<file path="src/rtl/pe_config_loader_pkg.sv">
// cgra_cfg_pkg: shared types, defaults and sizing helper for the PE config loader.
package cgra_cfg_pkg;
  localparam int CFG_WORD_W  = 32;
  localparam int CFG_CLR_CYC = 2;
  typedef enum logic [2:0] {IDLE, CLEAR, WAIT, SH_LO, SH_HI, FIN} cfg_ld_state_t;
  function automatic int words_per_chain(input int chain_len, input int word_w);
    return (chain_len + word_w - 1) / word_w;
  endfunction
endpackage

</file>
<file path="src/rtl/pe_config_loader_if.sv">
// pe_config_loader_if: host-to-loader configuration word stream (valid/ready).
interface pe_config_loader_if
  import cgra_cfg_pkg::*;
#(
    parameter int WORD_W = CFG_WORD_W
);
    logic [WORD_W-1:0] cfg_data;
    logic              cfg_valid;
    logic              cfg_ready;
    modport master (output cfg_data, cfg_valid, input cfg_ready);
    modport slave  (input cfg_data, cfg_valid, output cfg_ready);
endinterface

</file>
<file path="src/rtl/pe_config_loader_serializer.sv">
// cfg_bit_serializer: holds the latched config word and its bit index, presents bit idx LSB-first.
module cfg_bit_serializer
  import cgra_cfg_pkg::*;
#(
    parameter int WORD_W = CFG_WORD_W,
    localparam int IW    = $clog2(WORD_W + 1)
) (
    input  logic              clk,
    input  logic              reset,
    input  logic              load_i,
    input  logic              clr_i,
    input  logic              step_i,
    input  logic [WORD_W-1:0] data_i,
    output logic              bit_o,
    output logic              word_end_o,
    output logic [IW-1:0]     idx_o
);
    logic [WORD_W-1:0] shreg_q;
    logic [WORD_W-1:0] shifted;
    logic [IW-1:0]     idx_q;
    always_ff @(posedge clk or negedge reset) begin
        if (!reset) begin
            shreg_q <= '0;
            idx_q   <= '0;
        end else if (load_i) begin
            shreg_q <= data_i;
            idx_q   <= '0;
        end else if (clr_i) begin
            idx_q   <= '0;
        end else if (step_i) begin
            idx_q   <= idx_q + IW'(1);
        end
    end
    assign shifted    = shreg_q >> idx_q;
    assign bit_o      = shifted[0];
    // asserted while the last bit of the word is on the wire
    assign word_end_o = idx_q == IW'(WORD_W - 1);
    assign idx_o      = idx_q;
endmodule

</file>
<file path="src/rtl/pe_config_loader.sv">
// pe_config_loader: serialises host config words into a PE daisy chain with generated config_clk/config_reset.
// Optional tail readback is enabled by defining CFG_LOADER_READBACK_EN.
module pe_config_loader
  import cgra_cfg_pkg::*;
#(
    parameter int WORD_W    = CFG_WORD_W,
    parameter int CHAIN_LEN = 128,
    parameter int CLR_CYC   = CFG_CLR_CYC
) (
    input  logic                clk,
    input  logic                reset,
    input  logic                start,
    pe_config_loader_if.slave   cfg,
    output logic                config_clk,
    output logic                config_reset,
    output logic                config_bit,
    input  logic                config_ret,
    output logic                busy,
    output logic                done
`ifdef CFG_LOADER_READBACK_EN
    ,
    output logic [WORD_W-1:0]   rb_data,
    output logic                rb_valid
`endif
);
    localparam int TW = $clog2(CHAIN_LEN + 1);
    localparam int CW = $clog2(CLR_CYC + 1);
    localparam int IW = $clog2(WORD_W + 1);
    cfg_ld_state_t state_q, state_d;
    logic [TW-1:0] tot_q, tot_d;
    logic [CW-1:0] clr_q, clr_d;
    logic          ser_bit, word_end, load, last_bit;
    logic [IW-1:0] idx;
    assign load     = state_q == WAIT && cfg.cfg_valid;
    assign last_bit = tot_q == TW'(CHAIN_LEN - 1);
    cfg_bit_serializer #(.WORD_W(WORD_W)) u_ser (
        .clk        (clk),
        .reset      (reset),
        .load_i     (load),
        .clr_i      (state_q == CLEAR),
        .step_i     (state_q == SH_HI),
        .data_i     (cfg.cfg_data),
        .bit_o      (ser_bit),
        .word_end_o (word_end),
        .idx_o      (idx)
    );
    always_ff @(posedge clk or negedge reset) begin
        if (!reset) begin
            state_q <= IDLE;
            tot_q   <= '0;
            clr_q   <= '0;
        end else begin
            state_q <= state_d;
            tot_q   <= tot_d;
            clr_q   <= clr_d;
        end
    end
    always_comb begin
        state_d = state_q;
        tot_d   = tot_q;
        clr_d   = clr_q;
        case (state_q)
            IDLE: begin
                state_d = start ? CLEAR : IDLE;
                clr_d   = '0;
            end
            CLEAR: begin
                tot_d   = '0;
                clr_d   = clr_q + CW'(1);
                state_d = clr_q == CW'(CLR_CYC - 1) ? WAIT : CLEAR;
            end
            WAIT:  state_d = cfg.cfg_valid ? SH_LO : WAIT;
            SH_LO: state_d = SH_HI;
            SH_HI: begin
                tot_d   = tot_q + TW'(1);
                state_d = last_bit ? FIN : word_end ? WAIT : SH_LO;
            end
            default: state_d = IDLE;
        endcase
    end
    assign cfg.cfg_ready = state_q == WAIT;
    assign config_clk    = state_q == SH_HI;
    assign config_reset  = state_q == CLEAR;
    assign config_bit    = (state_q == SH_LO || state_q == SH_HI) && ser_bit;
    assign busy          = state_q != IDLE;
    assign done          = state_q == FIN;
`ifdef CFG_LOADER_READBACK_EN
    logic [WORD_W-1:0] rb_sh_q, rb_data_q;
    logic              rb_valid_q, rb_end;
    assign rb_end = state_q == SH_HI && (last_bit || word_end);
    always_ff @(posedge clk or negedge reset) begin
        if (!reset) begin
            rb_sh_q    <= '0;
            rb_data_q  <= '0;
            rb_valid_q <= 1'b0;
        end else begin
            rb_valid_q <= rb_end;
            if (load) rb_sh_q <= '0;
            else if (state_q == SH_LO) rb_sh_q <= rb_sh_q | (WORD_W'(config_ret) << idx);
            if (rb_end) rb_data_q <= rb_sh_q;
        end
    end
    assign rb_data  = rb_data_q;
    assign rb_valid = rb_valid_q;
`else
    logic unused_ret;
    assign unused_ret = config_ret ^ (|idx);
`endif
endmodule
</file>
<file path="src/flat_wrapper.sv">
// flat-port wrapper written by rule: the top's interface ports become plain ports
module pe_config_loader_flat import cgra_cfg_pkg::*;
#(
    parameter int WORD_W    = CFG_WORD_W,
    parameter int CHAIN_LEN = 128,
    parameter int CLR_CYC   = CFG_CLR_CYC
)
  (clk, reset, start, config_clk, config_reset, config_bit, config_ret, busy, done, cfg_cfg_data, cfg_cfg_valid, cfg_cfg_ready);
  pe_config_loader_if #(.WORD_W(WORD_W)) cfg_i ();
  input  logic clk;
  input  logic reset;
  input  logic start;
  output logic config_clk;
  output logic config_reset;
  output logic config_bit;
  input  logic config_ret;
  output logic busy;
  output logic done;
  input wire logic [$bits(cfg_i.cfg_data)-1:0] cfg_cfg_data;
  input wire logic [$bits(cfg_i.cfg_valid)-1:0] cfg_cfg_valid;
  output wire logic [$bits(cfg_i.cfg_ready)-1:0] cfg_cfg_ready;
  assign cfg_i.cfg_data = cfg_cfg_data;
  assign cfg_i.cfg_valid = cfg_cfg_valid;
  assign cfg_cfg_ready = cfg_i.cfg_ready;
  pe_config_loader #(.WORD_W(WORD_W), .CHAIN_LEN(CHAIN_LEN), .CLR_CYC(CLR_CYC)) u_core (.clk(clk), .reset(reset), .start(start), .cfg(cfg_i), .config_clk(config_clk), .config_reset(config_reset), .config_bit(config_bit), .config_ret(config_ret), .busy(busy), .done(done));
endmodule
</file>
<file path="config.mk">
export PLATFORM = sky130hd
export DESIGN_NAME = pe_config_loader_flat
export DESIGN_NICKNAME = d
export VERILOG_FILES = /design/src/rtl/pe_config_loader_pkg.sv /design/src/rtl/pe_config_loader_if.sv /design/src/rtl/pe_config_loader_serializer.sv /design/src/rtl/pe_config_loader.sv /design/src/flat_wrapper.sv
export SDC_FILE = /design/constraint.sdc
export NUM_CORES = 1
export LEC_CHECK = 0
export ABC_AREA = 1
export BUFFER_PORTS_ARGS = -buffer_cell sky130_fd_sc_hd__buf_2
export CORE_MARGIN = 10
export CORE_UTILIZATION = 45
export CTS_BUF_LIST = sky130_fd_sc_hd__clkbuf_8
export DETAILED_ROUTE_END_ITERATION = 6
export PLACE_DENSITY = 0.69
export SYNTH_ARGS = -nofsm -noshare
export SYNTH_HDL_FRONTEND = slang
export SYNTH_SLANG_ARGS = --single-unit
</file>
<file path="constraint.sdc">
create_clock -name clk -period 1.5 [get_ports clk]
set_clock_uncertainty 0.2 [all_clocks]
set_input_delay 0.3 -clock clk [delete_from_list [all_inputs] [get_ports clk]]
set_output_delay 0.3 -clock clk [all_outputs]
set_load 0.1 [all_outputs]
</file>
==> out/qor.yml <==
run_status:
  status: "complete, but fails checks"
  violations: "negative hold slack, negative setup slack"
synthesis:
  ys_ff_latch: 51
  synth.distinct_cells: 26
  avgSynthCellArea_um2: 7.88
  synth_edf_count: 0
  ys_warn_count: 0
  synth_area_um2: 2510
  syn_nets: 359
  seq_area_frac_synth_pct: 50.8
  async_reset_ff_share_pct: 100
  syn_inst: 319
  synth_ff_type: "dfrtp_1"
global_routing:
  overflow: 0
  grt_max_degree: 52
  grt_pass1_vias: 2763
  grt_usage_pct: 18.5
  grt_pass1_wl_mm: 13.3
  antenna_found_initial: 0
floorplan:
  coreArea_um2: 5470
  die_w_um: 94.7
  num_rows: 27
  die_h_um: 94.7
  dieArea_um2: 8980
  io_pins: 43
  initial_core_util_pct: 45.9
clocking:
  htreeDepth: 2
  clk_pin_slew_ps: 90
  cts_buffers: 5
  clock-root-buffer: "clkbuf_8"
  cts_tree: "built"
  clk_latency_ps: 320
  clk_path_buf_depth: 2
  cts_sinks: 51
sta:
  fmax_mhz: 426
  slew_headroom_pct: 81.4
  slew_viol_final: 0
  layout_min_cycle_time_ps: 2350
  worst_slew_pin_slew_ps: 278
  rsz0062_at_grt: "true"
  hold_viol: 1
  final-setup-viol-count: 57
  period_share_pct: 157
  setup_slack_ps: -850
  whs_ps: -4.38
critical_path:
  worst-path-max-fanout: 7
  crit_path_start: "u_core.u_ser.idx_o[0]"
  start_kind: "flip-flop"
  critical_path_class: "reg -> out"
  worstPathArrival_ps: 1850
  timing.rr.end: "u_core.state_q[0]"
  regToRegStartpoint: "u_core.u_ser.idx_o[0]"
  rrSetupSlack_ps: -360
  reg2regPathDepth: 7
  endpoint_kind: "output pin"
  cp_data_required_time_ps: 1000
  crit_end: "config_bit"
route:
  via_count: 2872
  finalWirelength_mm: 10.0
  postRouteAntennaNets: 0
  wire_per_inst_um: 19.1
  routed_via_density: 5.47
  drtIter0Drc: 233
  drt_first_pass_iters: 5
  drc_errors: 0
placed_design:
  place_congestion: 0.886
  port_buffers: 41
  detailed_place.area_um2: 3140
  place_hpwl_mm: 4.58
cells_and_area:
  area_growth_pct: 81.1
  stdcell_area_um2: 4550
  diodes: 0
  final_layout_size_suffix_gt1_share_pct: 55.4
  nets: 492
pwr:
  seq_power_share_pct: 29.8
  swShare_pct: 44.4
  p_leak_nw: 2.29
  clkPwrFrac_pct: 9.9
  peakVddDrop_mv: 1.04
  internal-power_mw: 4.34
  combPwrFrac_pct: 60.3
  power.density_nw_per_um2: 1710
  switchingPower_mw: 3.46
job:
  maxCapViolations: 0
worst_hold_path:
  min_path_type: "in -> reg"
==> power groups by stage <==
| stage | Sequential (mW) | Combinational, mW | Clock, mW |
|---|---|---|---|
| floorplan | 2.12 | 1.80 | 0 |
| global route | 2.36 | 4.96 | 0.835 |
| CTS | 2.21 | 3.71 | 0.770 |
| detailed placement | 2.22 | 2.73 | 0 |
| global placement | 2.20 | 2.66 | 0 |
| finish | 2.33 | 4.70 | 0.772 |
==> worst min-delay path by stage <==
stage	startpoint	endpoint	slack (ps)	depth (start not counted)
after floorplan	reset	u_core.clr_q[0]	-200	0
after global placement	reset	u_core.u_ser.shreg_q[17]	110	2
after detailed placement	reset	u_core.u_ser.shreg_q[14]	110	2
after CTS	cfg_cfg_data[21]	u_core.u_ser.shreg_q[21]	0.8	3
after global routing	cfg_cfg_data[12]	u_core.u_ser.shreg_q[12]	2	3
final	cfg_cfg_data[12]	u_core.u_ser.shreg_q[12]	-4	3
==> layout make-up <==
type,instances,area (um2)
clock buffers,5,68.8
multi-input cells,235,1620
repair inverters,1,5.00
repair buffers,137,1360
flip-flops and latches,51,1280
clock inverters,3,12.5
fillers,302,920
well taps,72,90.1
inverters,21,114
==> repair_timing <==
| item | 4_1_cts | 5_1_grt |
|---|---|---|
| gates resized for setup | 90 | 121 |
| buffers inserted | 17 | 19 |
| hold endpoints to repair | 69 | 2 |
| cloned | 5 | 4 |
| pin swaps | 24 | 50 |
| endpoints found under the setup margin | 54 | 57 |
| hold buffers | 19 | 2 |
==> cell usage after synthesis (3+ instances only) <==
cell type	number	area, um2
a21oi_1	11	55.1
buf_2	3	15.0
buf_4	4	30.0
buf_6	4	45.0
dfrtp_1	51	1280
ha_1	3	37.5
inv_1	14	52.6
inv_2	7	26.3
nand2_1	143	537
nand3_1	33	165
nor2_1	13	48.8
nor3_1	4	20.0
o21ai_0	3	15.0
o21ai_1	8	40.0
o22ai_1	3	18.8
==> sequential cells by signal, summed over array words and instances (netlist names) <==
name and flops:
u_core.state_q 3, u_core.u_ser.shreg_q 32, u_core.clr_q 2, u_core.u_ser.idx_o 6, u_core.tot_q 8
==> layer usage <==
layer / vias to the layer above / track usage (%) / share of wire, %
li1: 1282 / - / -
met1: 1391 / 21.5 / 37
met2: 158 / 33.0 / 54
met3: 41 / 3.33 / 6.1
met4: 0 / 6.86 / 3.6
met5: - / 0 / 0
==> cell usage in the layout, fill, tap and decap left out, types with 4 or more instances in the layout <==
cell type	Yosys	final
nor2_1	13	4
buf_4	4	38
dlygate4sd3_1	0	21
buf_2	3	35
a21oi_2	0	5
nand3_2	0	14
nand2_2	2	38
inv_1	14	13
nand2_4	0	28
a21oi_1	11	5
o21ai_2	0	5
buf_6	4	22
clkbuf_8	0	5
dfrtp_1	51	49
nor2_2	2	4
nor2_4	0	7
nand3_1	33	19
buf_12	0	14
nor3_2	2	4
nand2_1	143	78
==> worst max-delay path, cell delays in order, from the launching register on <==
cell	delay, ps
dfrtp_2	510
clkinv_2	190
nand2_1	100
nand3_1	80
nand3_1	110
nand2_1	60
nand2_1	70
nand2_1	70
nor2_2	120
nor2_4	60
buf_12	160
==> metrics by stage <==
step	TNS, ps	instances	setup slack [ps]	total power, mW	utilization, %
after floorplan	-1720	319	-534	3.92	-
after global placement	-2750	459	-372	4.86	57.3
after detailed placement	-2930	459	-415	4.95	57.3
after CTS	-18370	508	-726	6.69	73.0
after global routing	-17660	525	-905	8.15	83.2
final	-15240	525	-850	7.80	83.2
==> kinds of logic after synthesis <==
family          synth area share, %
compound gates                 5.82
xor+xnor                       1.05
fa+ha+maj                      1.49
buf+inv                        6.87
flops                          50.8
simple gates                   34.0
(Power assumes the default switching activity.)
